File: src/rtl/offset_strip_pipe.sv
// offset_strip_pipe
//   Decoder for per-channel constant-offset encoding: data = code - off(ch)
//   mod 2^W. Two registered stages with valid/ready flow control, full
//   throughput under backpressure, a borrow flag (code < offset), an error
//   flag for the illegal channel 3 and a wrapping completed-item counter.
//
// Ports
//   clk, rst_n          clock, asynchronous active-low reset
//   in_valid/in_ready   input handshake
//   in_data [W-1:0]     offset-encoded code
//   in_ch   [1:0]       channel (3 = illegal, passed through with err)
//   out_valid/out_ready output handshake
//   out_data [W-1:0]    decoded value
//   out_ch  [1:0]       channel passed through
//   out_borrow          subtraction wrapped
//   out_err             beat carried channel 3
//   item_cnt [CNT_W-1:0] completed output handshakes, wraps
module offset_strip_pipe #(
  parameter int W       = 8,
  parameter int P       = 23,
  parameter int P_A     = 42,
  parameter int P_B_ADD = 42,
  parameter int CNT_W   = 16
) (
  input  logic             clk,
  input  logic             rst_n,
  input  logic             in_valid,
  output logic             in_ready,
  input  logic [W-1:0]     in_data,
  input  logic [1:0]       in_ch,
  output logic             out_valid,
  input  logic             out_ready,
  output logic [W-1:0]     out_data,
  output logic [1:0]       out_ch,
  output logic             out_borrow,
  output logic             out_err,
  output logic [CNT_W-1:0] item_cnt
);

  localparam int STAGES = 2;

  // Offsets are folded to W bits at elaboration; ch1 sum wraps like the encoder.
  localparam logic [W-1:0] OFF0 = W'(P_A);
  localparam logic [W-1:0] OFF1 = W'(P + P_B_ADD);
  localparam logic [W-1:0] OFF2 = W'(P);

  typedef struct packed {
    logic [W-1:0] code;
    logic [1:0]   ch;
    logic [W-1:0] off;
    logic         err;
  } s1_t;

  logic [STAGES:1] vld_pipe;
  s1_t             s1;
  logic [W-1:0]    off_sel;
  logic            err_sel;
  logic [W:0]      diff;
  logic            s1_load, s2_load, done;

  // S2 frees up when empty or draining this cycle; S1 follows S2.
  assign s2_load   = !vld_pipe[2] || out_ready;
  assign s1_load   = !vld_pipe[1] || s2_load;
  assign in_ready  = s1_load;
  assign out_valid = vld_pipe[2];
  assign done      = vld_pipe[2] && out_ready;

  always_comb begin
    off_sel = '0;
    err_sel = 1'b0;
    case (in_ch)
      2'd0:    off_sel = OFF0;
      2'd1:    off_sel = OFF1;
      2'd2:    off_sel = OFF2;
      default: err_sel = 1'b1;  // zero offset: code passes through untouched
    endcase
  end

  // Extra MSB captures the borrow out of the W-bit subtraction.
  assign diff = {1'b0, s1.code} - {1'b0, s1.off};

  always_ff @(posedge clk or negedge rst_n) begin
    if (!rst_n) begin
      vld_pipe   <= '0;
      s1         <= '0;
      out_data   <= '0;
      out_ch     <= '0;
      out_borrow <= 1'b0;
      out_err    <= 1'b0;
      item_cnt   <= '0;
    end else begin
      if (s1_load) begin
        vld_pipe[1] <= in_valid;
        if (in_valid) s1 <= '{code: in_data, ch: in_ch, off: off_sel, err: err_sel};
      end
      if (s2_load) begin
        vld_pipe[2] <= vld_pipe[1];
        if (vld_pipe[1]) begin
          out_data   <= diff[W-1:0];
          out_borrow <= diff[W];
          out_err    <= s1.err;
          out_ch     <= s1.ch;
        end
      end
      if (done) item_cnt <= item_cnt + CNT_W'(1);
    end
  end

endmodule

File: config.mk
export PLATFORM = sky130hd
export DESIGN_NAME = offset_strip_pipe
export DESIGN_NICKNAME = d
export VERILOG_FILES = /design/src/rtl/offset_strip_pipe.sv
export SDC_FILE = /design/constraint.sdc
export NUM_CORES = 1
export LEC_CHECK = 0
export CAP_MARGIN = 20
export CORE_ASPECT_RATIO = 1.4
export CORE_MARGIN = 2
export CORE_UTILIZATION = 65
export CTS_BUF_LIST = sky130_fd_sc_hd__clkbuf_8
export DETAILED_ROUTE_END_ITERATION = 16
export DONT_BUFFER_PORTS = 1
export PLACE_DENSITY = 0.81
export SETUP_SLACK_MARGIN = 0.05
export SLEW_MARGIN = 20
export SYNTH_ARGS = -nofsm -noshare
export SYNTH_HDL_FRONTEND = slang
export SYNTH_SLANG_ARGS = --single-unit
File: constraint.sdc
create_clock -name clk -period 3 [get_ports clk]
set_input_delay 0.15 -clock clk [delete_from_list [all_inputs] [get_ports clk]]
set_output_delay 0.15 -clock clk [all_outputs]
set_load 0.005 [all_outputs]
==> results <==
- The final setup slack of the worst path is 1.132 ns.
- The type of the worst setup path is reg2reg.
- Following the worst setup path forward leads to its endpoint at out_data[5].
- Of the total synthesized cell area, the portion taken by XOR and XNOR cells is 0.06144.
- The post-layout instance count excluding filler cells is 259.
- The largest stage delay on the critical path is 0.50 ns.
- Across the routed clock network, the largest skew measured is 0.01089 ns.
- The number of maximum-capacitance violations is 0.
- In this run the worst setup path begins at s1[2].
- The sequential cells in the finished layout cover a total of about 1200 sq um.
- The initial antenna violation count is 0.
- CTS placed an instance of clkbuf_8 at the clock tree root.
- A synthesized cell averages 11.13 sq um.
- The initial standard-cell utilization of the core is 0.6752.
- The required time of the critical path is 3.23 ns.
- STA classifies the critical path startpoint as a flop.
- The cell count after placement is 242.
- The number of top-level pins is 44.
- The path class of the tightest hold or removal check is in2reg.
- The synthesized netlist occupies a cell area of 2281 sq um.
- The die covers 4006 sq um.
- The total negative slack for setup checks is 0 ns.
- The initialized floorplan defines 25 standard-cell rows.
- The maximum number of buffers from clock root to sink is 2.
- After clock tree synthesis, the clock-pin slew on the worst setup and hold paths is 0.08 ns.
- The kind of end point of the critical path is a flop.
- The overflow left after global routing is 0.
- The power density relative to cell area is between 600 and 700 nW/um^2.
- The placeable core area is between 3000 and 4000 sq um.
- Of the available clock period, the critical path in the final layout requires 0.6226.
- Of all cell types, the one taking the most synthesized area is dfrtp_1.
- For the worst flop-to-flop path, the logic depth is 6.
- The compound-cell area share of the yosys netlist is 0.09161.
- The arrival time reported for the critical path endpoint is 2.10 ns.
- The wire length of the first global-routing pass is 6934 um.
- The synthesized netlist net count is about 230.
- In this run the remaining antenna-violating nets after routing total 0.
- The first routing iteration left 46 violations.
- The multi-input combinational cells in the finished layout cover a total of between 1000 and 1500 sq um.
- By count the netlist is led by dfrtp_1 (46), nand2_1 (24), ha_1 (14), inv_1 (14), mux2_2 (14).
- Summed over all layers, the routed wires come to ~4400 um.
- Of the total synthesized cell area, the portion taken by full adders, half adders and majority gates is 0.08557.
- The main combinational cell family by area after synthesis is simple AND/OR/NAND/NOR gates.
- Counting distinct cell types in the post-synthesis netlist gives 37.
- The number of vias per cell is 6.135.
- The tree built by TritonCTS fans out to 46 sinks.
- OpenSTA, run right after detailed placement, puts the worst setup slack at 1.162 ns.
- The critical path crosses 6 cells after its start point.
- The most used flip-flop cell after synthesis is dfrtp_1.
- Static timing analysis puts the maximum clock frequency at roughly 540 MHz.
- The synthesized instance count is 205.
- Total power for the finished layout comes to 1.684 mW.
- The detailed placement HPWL is approximately 3200 um.
- The number of nets at the end of the flow is around 250.
- The critical path's top delay family is simple AND/OR/NAND/NOR gates.
- The final route contains between 1.5k and 2k vias.
- The die extent in x is 54.07 um.
- For this run, the total global-route usage over all layers was measured as 0.2378.
- For this run, the number of Yosys warnings is 0.
- The slowest stage of the critical path is the or4_1 cell.
- The fraction of final layout cells with drive strength greater than 1 is 0.1279.
- The number of antenna diodes in the final layout is 0.
- Headroom to the max-slew limit came out at 0.6222.
- The weighted congestion at the end of routability-driven global placement is between 0.7 and 0.8.
- The number of hold violations in the final report is 0.
- Setup repair after global routing left no endpoint under its margin.
- The final period demand of the worst path is between 1.5 and 2 ns.
- By area the synthesized netlist is led by dfrtp_1 (50%), ha_1 (7.7%), mux2_2 (6.9%).
- The via count of the first global-routing pass is 1623.
- In this run the static leakage power is 1.169 nW.
- Among all cell types in the netlist, the one instantiated most often is dfrtp_1.
- The setup check on the worst reg-to-reg path leaves a slack of 1.13 ns.
- Traced cell by cell, the critical path runs through inv_1 > ha_1 > nor2b_1 > o31a_1 > or4_1 > nand3_1.
- The number of I/O port buffers is 0.
- The total DRC errors in the routed layout is 0.
- The share of synthesized registers carrying an async set or reset is 1.000.
- The clock latency of the later-clocked register in the worst-skew pair is 0.30 ns.
- In this run, CTS created clock tree buffers numbering 5.
- The portion of synthesized area spent on multiplexers is 0.07351.
- Counting both buffers and inverters, the worst setup path holds a total of 1.
- Of the synthesized area, sequential elements account for 0.5047.
- Entering global routing, the biggest net connects 47 pins.
- The number of filler instances in the final layout is 233.
- In this run the worst path has a maximum fanout of 5.
- CTS built an H-tree with a depth of 2.
- Of the total synthesized cell area, the portion taken by AND, OR, NAND and NOR gates is 0.1503.
- The overall die height is 74.09 um.
- The area share of the largest cell type after synthesis is 0.5047.
- The final number of max-transition violations is 0.
- The count of flip-flops with a built-in enable after synthesis is 0.
- The mean routed wirelength per cell is 16.85 um.
- The clock tree from TritonCTS is built.
- The area growth from synthesis to layout is 9.874%.
- The maximum vdd drop is 0.6439 mV.
- For the pin with the worst max-slew slack, the measured transition is 0.5646 ns.
- In this run the critical register-to-register path is launched from s1[2].
- The run finished with clean final reports.
- Setup violations remaining at the end of the flow were counted as 0.
- The first-pass detailed-route iteration total is 4.
- The register bit count reported by yosys is 46.
- In this run the critical register-to-register path is captured at out_data[5].
-- stage by stage --
stage               hold WS (ns)  area [sq um]  utilization
finish                  0.007872          2506       0.7419
global route            0.003512          2506       0.7419
CTS                     0.001806          2486       0.7359
detailed placement       -0.1447          2308       0.6833
global placement         -0.1448          2308       0.6833
floorplan                -0.1456          2281            -
-- how the worst min path moves through the flow --
stage               startpoint     endpoint  slack, ns  cells after the start
floorplan                rst_n  item_cnt[0]      -0.15                      0
global placement         rst_n  item_cnt[5]      -0.14                      0
detailed placement       rst_n  item_cnt[5]      -0.14                      0
CTS                 in_data[0]       s1[11]      0.002                      1
global route        in_data[0]       s1[11]      0.004                      1
finish              in_data[0]       s1[11]      0.008                      1
-- worst register-to-register path: stages (launching register included) --
cell     delay [ns]
dfrtp_1        0.40
inv_1          0.06
ha_1           0.29
nor2b_1        0.15
o31a_1         0.31
or4_1          0.50
nand3_1        0.10
-- routing by layer --
layer,vias up,routed length (um),track usage
met5,-,0,0
met4,0,24,0.09444
met3,2,285,0.06225
met2,59,2388,0.4363
met1,783,1666,0.2510
li1,745,-,-
-- kinds of logic (layout without fill, tap and decap cells) --
family	Yosys count	count (layout)
muxes	15	15
AOI/OAI and AO/OA	29	29
DFF	46	46
buffers and inverters	17	31
xor gates and xnor gates	16	16
and+or+nand+nor	67	67
adders and majority gates	15	15
-- flip-flops by register name, summed over array words and instances (netlist names) --
register / cells
item_cnt: 16
out_borrow: 1
out_ch: 2
out_data: 8
out_err: 1
s1: 16
vld_pipe: 2
-- cells in the final DEF, fill, tap and decap left out, types with 2 or more instances in the layout --
cell type	count
nor2b_1	2
o311a_1	2
ha_1	14
nand3_1	7
nand2_2	2
nand2b_1	2
o31a_1	3
dlygate4sd3_1	8
nand4_1	7
clkbuf_8	5
dfrtp_1	46
nor2_1	9
o31ai_1	4
xnor2_1	9
mux2_2	14
xor2_1	7
o2111ai_1	3
o21a_1	4
nor3_1	4
or4_1	3
inv_1	14
o21ai_0	9
nand2_1	24
-- cell type report --
| type | instances | share of cell area |
|---|---|---|
| inverter | 14 | 0.02097 |
| timing repair buffer | 9 | 0.04294 |
| tap | 40 | 0.01997 |
| clock buffer | 5 | 0.02746 |
| sequential | 46 | 0.4593 |
| clock inverter | 3 | 0.008487 |
| multi-input combinational | 142 | 0.4209 |
-- where the power goes --
part	switching, mW	internal [mW]
Combinational	0.220	0.195
Sequential	0.143	0.753
Clock	0.208	0.164
-- repair_timing --
action	4_1_cts	5_1_grt
hold buffers	7	2
endpoints found under the hold margin	51	2
resized for setup	0	0
setup buffers	0	0
No activity file was read; power rests on OpenSTA's default activity.
